<file path="config.mk">
export PLATFORM = sky130hd
export DESIGN_NAME = lidar_entropy_encoder
export DESIGN_NICKNAME = d
export VERILOG_FILES = /design/src/rtl/lidar_entropy_encoder.sv
export SDC_FILE = /design/constraint.sdc
export NUM_CORES = 1
export LEC_CHECK = 0
export CORE_UTILIZATION = 45
export CTS_BUF_LIST = sky130_fd_sc_hd__clkbuf_4
export CTS_CLUSTER_DIAMETER = 40
export CTS_CLUSTER_SIZE = 28
export DETAILED_ROUTE_END_ITERATION = 16
export PLACE_DENSITY = 0.73
export RECOVER_POWER = 100
export SYNTH_ARGS = -nofsm -noshare
export SYNTH_HDL_FRONTEND = slang
export SYNTH_SLANG_ARGS = --single-unit
export TNS_END_PERCENT = 100
</file>
<file path="constraint.sdc">
create_clock -name clk -period 4.9 [get_ports clk]
set_clock_uncertainty 0.15 [all_clocks]
set_input_delay 0.98 -clock clk [delete_from_list [all_inputs] [get_ports clk]]
set_output_delay 0.98 -clock clk [all_outputs]
set_load 0.03 [all_outputs]
</file>
<file path="src/rtl/lidar_entropy_encoder.sv">
// Adaptive Rice/escape bit packer: symbols become codewords that are shifted one bit
// per cycle into a byte buffer and emitted MSB-first with ready/valid backpressure.
module lidar_entropy_encoder (
  input  logic        clk,
  input  logic        reset,
  input  logic        sym_valid,
  input  logic [15:0] sym_data,
  output logic        sym_ready,
  input  logic        flush,
  output logic        byte_valid,
  output logic [7:0]  byte_data,
  input  logic        byte_ready,
  output logic        byte_last,
  output logic        flush_done,
  output logic [3:0]  cur_k,
  output logic [31:0] bits_total
);

  typedef enum logic [2:0] {IDLE, SHIFT, EMIT, PAD, DONE} state_t;

  state_t      state_q, state_d;
  logic [31:0] cw_q, cw_d;
  logic [5:0]  cw_len_q, cw_len_d;
  logic [7:0]  buf_q, buf_d;
  logic [3:0]  buf_cnt_q, buf_cnt_d;
  logic [19:0] acc_q, acc_d;
  logic [3:0]  cur_k_q, cur_k_d;
  logic [31:0] bits_total_q, bits_total_d;
  logic        flush_pend_q, flush_pend_d;
  logic        byte_valid_q, byte_valid_d;
  logic [7:0]  byte_data_q, byte_data_d;
  logic        byte_last_q, byte_last_d;
  logic        flush_done_q, flush_done_d;

  // Position of the leading one, saturated so the parameter fits in 4 bits.
  function automatic logic [3:0] log2_clip(input logic [16:0] v);
    logic [3:0] r;
    r = 4'd0;
    for (int i = 1; i < 17; i++)
      if (v[i]) r = (i > 15) ? 4'd15 : 4'(i);
    return r;
  endfunction

  logic [15:0] q_full;
  logic        esc;
  logic [5:0]  q6, k6;
  logic [31:0] unary, lsb, cw_load;
  logic [5:0]  len_load;
  logic [20:0] acc_sum;
  logic [19:0] acc_new;

  always_comb begin
    q_full   = sym_data >> cur_k_q;
    esc      = |q_full[15:4];
    q6       = {2'b00, q_full[3:0]};
    k6       = {2'b00, cur_k_q};
    // Codewords are left-aligned so the next bit to send is always cw_q[31].
    unary    = ~(32'hFFFF_FFFF >> q6);
    lsb      = {16'h0000, sym_data & ((16'd1 << cur_k_q) - 16'd1)};
    cw_load  = esc ? {16'hFFFF, sym_data} : (unary | (lsb << (6'd31 - q6 - k6)));
    len_load = esc ? 6'd32 : (q6 + k6 + 6'd1);
    acc_sum  = {1'b0, acc_q - (acc_q >> 3)} + {5'b00000, sym_data};
    acc_new  = acc_sum[20] ? 20'hFFFFF : acc_sum[19:0];
  end

  always_comb begin
    state_d      = state_q;
    cw_d         = cw_q;
    cw_len_d     = cw_len_q;
    buf_d        = buf_q;
    buf_cnt_d    = buf_cnt_q;
    acc_d        = acc_q;
    cur_k_d      = cur_k_q;
    bits_total_d = bits_total_q;
    flush_pend_d = flush_pend_q;
    byte_valid_d = byte_valid_q;
    byte_data_d  = byte_data_q;
    byte_last_d  = byte_last_q;
    flush_done_d = 1'b0;
    case (state_q)
      IDLE: begin
        if (sym_valid) begin
          cw_d         = cw_load;
          cw_len_d     = len_load;
          acc_d        = acc_new;
          cur_k_d      = log2_clip(acc_new[19:3]);
          flush_pend_d = flush_pend_q | flush;
          state_d      = SHIFT;
        end else if (flush || flush_pend_q) begin
          flush_pend_d = 1'b0;
          if (buf_cnt_q != 4'd0) begin
            state_d = PAD;
          end else begin
            state_d      = DONE;
            flush_done_d = 1'b1;
          end
        end
      end
      SHIFT: begin
        buf_d        = {buf_q[6:0], cw_q[31]};
        buf_cnt_d    = buf_cnt_q + 4'd1;
        cw_d         = cw_q << 1;
        cw_len_d     = cw_len_q - 6'd1;
        bits_total_d = bits_total_q + 32'd1;
        flush_pend_d = flush_pend_q | flush;
        if (buf_cnt_q == 4'd7) begin
          state_d      = EMIT;
          byte_valid_d = 1'b1;
          byte_data_d  = {buf_q[6:0], cw_q[31]};
          byte_last_d  = 1'b0;
        end else if (cw_len_q == 6'd1) begin
          state_d = IDLE;
        end
      end
      PAD: begin
        state_d      = EMIT;
        byte_valid_d = 1'b1;
        byte_data_d  = buf_q << (4'd8 - buf_cnt_q);
        byte_last_d  = 1'b1;
      end
      EMIT: begin
        if (!byte_last_q) flush_pend_d = flush_pend_q | flush;
        if (byte_ready) begin
          byte_valid_d = 1'b0;
          byte_last_d  = 1'b0;
          buf_d        = 8'h00;
          buf_cnt_d    = 4'd0;
          if (byte_last_q) begin
            state_d      = DONE;
            flush_done_d = 1'b1;
          end else if (cw_len_q != 6'd0) begin
            state_d = SHIFT;
          end else begin
            state_d = IDLE;
          end
        end
      end
      DONE: state_d = IDLE;
      default: state_d = IDLE;
    endcase
  end

  always_ff @(posedge clk or posedge reset) begin
    if (reset) begin
      state_q      <= IDLE;
      cw_q         <= 32'h0;
      cw_len_q     <= 6'd0;
      buf_q        <= 8'h00;
      buf_cnt_q    <= 4'd0;
      acc_q        <= 20'h0;
      cur_k_q      <= 4'd0;
      bits_total_q <= 32'h0;
      flush_pend_q <= 1'b0;
      byte_valid_q <= 1'b0;
      byte_data_q  <= 8'h00;
      byte_last_q  <= 1'b0;
      flush_done_q <= 1'b0;
    end else begin
      state_q      <= state_d;
      cw_q         <= cw_d;
      cw_len_q     <= cw_len_d;
      buf_q        <= buf_d;
      buf_cnt_q    <= buf_cnt_d;
      acc_q        <= acc_d;
      cur_k_q      <= cur_k_d;
      bits_total_q <= bits_total_d;
      flush_pend_q <= flush_pend_d;
      byte_valid_q <= byte_valid_d;
      byte_data_q  <= byte_data_d;
      byte_last_q  <= byte_last_d;
      flush_done_q <= flush_done_d;
    end
  end

  assign sym_ready  = (state_q == IDLE);
  assign byte_valid = byte_valid_q;
  assign byte_data  = byte_data_q;
  assign byte_last  = byte_last_q;
  assign flush_done = flush_done_q;
  assign cur_k      = cur_k_q;
  assign bits_total = bits_total_q;

endmodule

</file>
==> Word-level counts from Yosys, hierarchy flattened <==
Index checks and enable logic that the tools add are counted.
{ "word_totals": {"regBits": 121, "input_bits": 21, "output_inout_bits": 48} }
{ "classes": {"n_addsub": 11, "eq_ne": 11, "shift": 5, "muxes": 53, "bitwise_logic": 4, "reduce_logical": 17} }
{ "ops": {"columns": ["operator", "count"], "rows": [
  ["$mux 32", 2],
  ["$mux 4", 16],
  ["$pmux 32 s2", 1],
  ["$add 32x1->32 const B", 1],
  ["$not 32->32", 1],
  ["$or 32x32->32", 1],
  ["$pmux 8 s2", 2],
  ["$shl 16x6->32", 1],
  ["$shr 32x4->32 const A", 1],
  ["$add 20x16->21", 1],
  ["$mux 3", 7],
  ["$mux 20", 1],
  ["$sub 20x17->20", 1],
  ["$and 16x16->16", 1],
  ["$mux 8", 2],
  ["$shl 1x4->16 const A", 1],
  ["$shr 16x4->16", 1],
  ["$sub 16x1->16 const B", 1],
  ["$mux 1", 13],
  ["$mux 6", 2],
  ["$pmux 3 s4", 1],
  ["$pmux 6 s2", 1],
  ["$reduce_or 12->1", 1],
  ["$pmux 1 s3", 3],
  ["other kinds (26)", 38]
]} }

==> Longest topological paths before layout <==
{ "depth": {"depth_word": 19, "ltp_mapped": 22} }

==> Least setup slack after synthesis <==
OpenSTA, ideal clock, no wires.
{ "synth_path": {"path_type": "input-to-reg", "from": "in sym_data[10]", "to": "reg cw_q[30]", "setup_time_ps": 82, "t_arrival_ps": 4557, "t_required_ps": 4668, "setup_slack_ps": 111, "cell_stages": 13, "path_buffers": 3, "path_cell_list": "clkbuf_1 > mux2_2 > mux4_2 > o21ai_1 > ha_1 > ha_1 > clkbuf_1 > buf_1 > mux2i_1 > mux2i_1 > mux2_2 > o311a_1 > a31oi_1"} }
{ "synth_between": {"elab_chain_cells": 8, "word_cells_on_any_way": 12, "classes_between": "add/sub (2); shift (3); mux (3); bitwise (3); reduce/logical (1)"} }
{ "synth_lines": {"columns": ["item", "line_no", "source"], "rows": [
  ["start: declaration", "7", "input logic [15:0] sym_data,"],
  ["$shr 16x4->16", "53", "q_full = sym_data >> cur_k_q;"],
  ["$sub 5x4->6", "60", "cw_load = esc ? {16'hFFFF, sym_data} : (unary | (lsb << (6'd31 - q6 - k6)));"],
  ["$sub 6x4->6", "60", null],
  ["$shl 16x6->32", "60", null],
  ["$or 32x32->32", "60", null],
  ["$mux 32 *", "60", null],
  ["$mux 32 *", "82", "if (sym_valid) begin"],
  ["$pmux 32 s2 *", "80", "case (state_q)"],
  ["end signal: assignment", "160", "cw_q <= cw_d;"],
  ["end: declaration", "22", "logic [31:0] cw_q, cw_d;"]
]} }
Every way passes the cells marked *; elsewhere a longest branch is shown, timed or not. The select of a mux whose other input is x is not followed.
A chain may end at the register's enable or synchronous reset.

==> Worst setup path in the final report <==
{ "layout_path": {"from": "reg acc_q[0]", "to": "reg cur_k_q[1], in the netlist cur_k[1]"} }
{ "layout_between": {"elab_chain_cells": 18} }
{ "layout_lines": {"columns": ["item", "line_no", "source"], "rows": [
  ["start: declaration", "26", "logic [19:0] acc_q, acc_d;"],
  ["start signal: assignment", "150", "acc_q <= 20'h0;"],
  ["start signal: assignment", "164", "acc_q <= acc_d;"],
  ["$sub 20x17->20 *", "62", "acc_sum = {1'b0, acc_q - (acc_q >> 3)} + {5'b00000, sym_data};"],
  ["$add 20x16->21 *", "62", null],
  ["$mux 20 *", "63", "acc_new = acc_sum[20] ? 20'hFFFFF : acc_sum[19:0];"],
  ["$mux 4 (14 in series)", "40", "if (v[i]) r = (i > 15) ? 4'd15 : 4'(i);"],
  ["$mux 4 *", "40", null],
  ["end signal: assignment", "165", "cur_k_q <= cur_k_d;"],
  ["end: declaration", "27", "logic [3:0] cur_k_q, cur_k_d;"]
]} }
Every way passes the cells marked *; elsewhere a longest branch is shown, timed or not.

==> impl_metrics.json <==
{
  "status": "finished, violations left",
  "violations": "max-capacitance violations, max-slew violations",
  "layout-drive-gt1-share_pct": 13.2,
  "synthArstFlopShare_pct": 100,
  "synth.avg_cell_area_um2": 8.21,
  "num_vias": 9666,
  "grtUsageTotal_pct": 26.1,
  "fin_nets": 1421,
  "dp.cells": 1599,
  "n_fill_cell": 1956,
  "cp.arrival_ps": 4990,
  "clkSinkCount": 121,
  "wl_per_cell_um": 17.4,
  "worst_pin_slew_ps": 2620,
  "whs_ps": 333,
  "final_cells": 1633,
  "multi_input_area_um2": 6410,
  "drv_cap": 1,
  "path_cells": "inv_1 -> ha_1 -> inv_1 -> fa_2 -> a21o_1 -> a2111o_1 -> a21oi_2 -> o21bai_1 -> a21oi_1 -> xnor2_1 -> ha_1 -> a21o_1 -> or3_1 -> a31oi_1 -> o21bai_1 -> a21oi_1 -> xor2_1 -> nand2_1 -> a311oi_1 -> o32a_1",
  "initial_core_util_pct": 46.3,
  "r2r_setup_slack_ps": 250,
  "cts.htree.levels": 4,
  "ys_types": 77,
  "slew_headroom_pct": -75.4,
  "portBuffers": 68,
  "grt-ovfl-total": 0,
  "first_iter_violations": 779,
  "num_rows": 53,
  "path_class": "reg -> reg",
  "slowest_stage": "a2111o_1",
  "via_per_inst": 5.92,
  "synth_warnings": 0,
  "crit_path_start_kind": "flip-flop",
  "antenna_left": 0,
  "layout_commonest_cell": "nand2_1",
  "rsz0062_at_grt": "false",
  "finalSetupViolations": 0,
  "numCtsBuffers": 17,
  "yosys_register_bits": 121,
  "synth-main-ff-cell": "dfrtp_1",
  "fin_crit_ps": 4650,
  "cts-root-buf": "clkbuf_4",
  "grt_pass1_vias": 9057,
  "clock_latency_ps": 560,
  "crit_fanout": 5,
  "min_path_type": "reg -> reg",
  "synth_edf_count": 0,
  "min_period_over_period_pct": 94.9,
  "syn_inst": 1202,
  "drc": 0,
  "yosysSeqAreaShare_pct": 30.7,
  "syn_area_um2": 9860,
  "syn-num-nets": 1279,
  "chipWidth_um": 150,
  "slowest_delay_ps": 470,
  "grt_max_degree": 61,
  "drt_first_pass_iters": 5,
  "final-max-slew-violation-count": 61,
  "final_cell_mix": "146 x nand2_1, 121 x dfrtp_1, 102 x buf_4",
  "io_pins": 69,
  "cts_tree": "yes",
  "grt_pass1_wl_um": 46500,
  "required_ps": 5230,
  "coreArea_um2": 21300,
  "routabilityCongestion": 0.990,
  "die_area_um2": 22500,
  "routed_wirelength_um": 28400,
  "fp.dieH_um": 150,
  "worstSetupEndpointType": "flip-flop",
  "antenna_found_initial": 1,
  "max_freq_mhz": 215,
  "clk_pin_slew_ps": 130,
  "ff_latch_area_um2": 3030,
  "hold_viol_final": 0,
  "dp_hpwl_um": 21500,
  "synthToLayoutAreaGrowth_pct": 20.3,
  "cts.path.max_buffers": 2
}
## per-stage QoR
stage          TNS (ps)  setup slack [ps]  instance area (µm²)  util [%]
2_1_floorplan         0               111                 9860         -
3_3_place_gp       -816              -155                11500      54.3
3_5_place_dp      -1060              -138                11500      54.3
4_1_cts               0              23.7                11900      55.8
5_1_grt               0              27.4                11900      55.7
6_report              0               248                11900      55.7
## critical path, delay by kind of cell, from the launching register on
kind                       cells  cell delay, ps
DFF                            1             380
buffers and inverters          2             110
xor gates and xnor gates       2             310
and+or+nand+nor                2             470
AOI/OAI and AO/OA             11            2290
adders and majority gates      3             860
## logic make-up after synthesis
logic type,share of synthesized area [%]
AO/OA/AOI/OAI,23.6
adder cells (fa/ha/maj),7.41
buffers and inverters,4.60
AND/OR/NAND/NOR,18.8
flip-flops,30.7
multiplexers,8.42
XOR/XNOR,6.47
## metal layers
metal  vias up  part of all wire [%]  track usage [%]
li1       4678                     -                -
met1      4530                    46             37.1
met2       405                    44             39.9
met3        53                   7.6             4.85
met4         0                   2.4             8.08
met5         -                     0                0
## synth_stat cells, types with 4 or more instances
cell,instances,area (µm²)
mux2i_1,47,470
and3_1,12,75.1
nand2_1,146,548
and2_1,12,75.1
o221ai_1,5,43.8
buf_1,9,33.8
nor2_1,94,353
mux4_2,8,180
o211ai_1,12,90.1
nor3_1,34,170
a21o_1,16,120
inv_1,49,184
xnor2_1,42,368
o22ai_1,10,62.6
o21a_1,14,105
a21oi_1,90,450
mux2_2,16,180
or3_1,10,62.6
xor2_1,29,254
dfrtp_1,121,3030
nor3b_1,6,45.0
o21ai_1,6,30.0
o21ai_0,101,505
o31ai_1,6,45.0
nor2b_1,10,62.6
nand4_1,10,62.6
nand3_1,36,180
a211o_1,4,35.0
clkbuf_1,50,188
a211oi_1,18,135
a22o_1,10,87.6
nor4_1,4,25.0
nand2b_1,7,43.8
a32oi_1,7,61.3
a31oi_1,23,144
fa_1,4,80.1
ha_1,52,651
## sequential cells by signal (all words and copies together) (netlist names)
name and flops:
flush_done 1, cw_len_q 6, byte_last 1, buf_cnt_q 4, acc_q 20, byte_valid 1
bits_total 32, buf_q 8, byte_data 8, cur_k 4, flush_pend_q 1, cw_q 32
state_q 3
## timing repair
item	4_1_cts	5_1_grt
buffers inserted	0	1
gates resized for setup	1	8
pin swaps	0	11
hold buffers	0	0
endpoints found under the setup margin	2	20
## worst paths after layout
kind	startpoint	to	depth (start not counted)
worst max-delay path	acc_q[0]$_DFFE_PP0P_	cur_k[1]$_DFFE_PP0P_	20
worst min-delay path	cw_q[5]$_DFFE_PP0P_	cw_q[6]$_DFFE_PP0P_	2
worst max register to register	acc_q[0]$_DFFE_PP0P_	cur_k[1]$_DFFE_PP0P_	20
worst min register to register	cw_q[5]$_DFFE_PP0P_	cw_q[6]$_DFFE_PP0P_	2
max in group asynchronous	reset	bits_total[4]$_DFFE_PP0P_	3
min in group asynchronous	reset	bits_total[10]$_DFFE_PP0P_	2
## cell type report
cell class | count | area share (%)
inverter | 52 | 1.66
antenna | 1 | 0.0211
sequential | 121 | 25.5
clock buffer | 17 | 1.08
tap | 275 | 2.90
clock inverter | 15 | 1.68
timing repair buffer | 187 | 13.1
multi-input combinational | 965 | 54.0
Power is left out: the tool's default activity adds up to more than one toggle a clock period on the data nets, which glitch-free logic cannot reach.
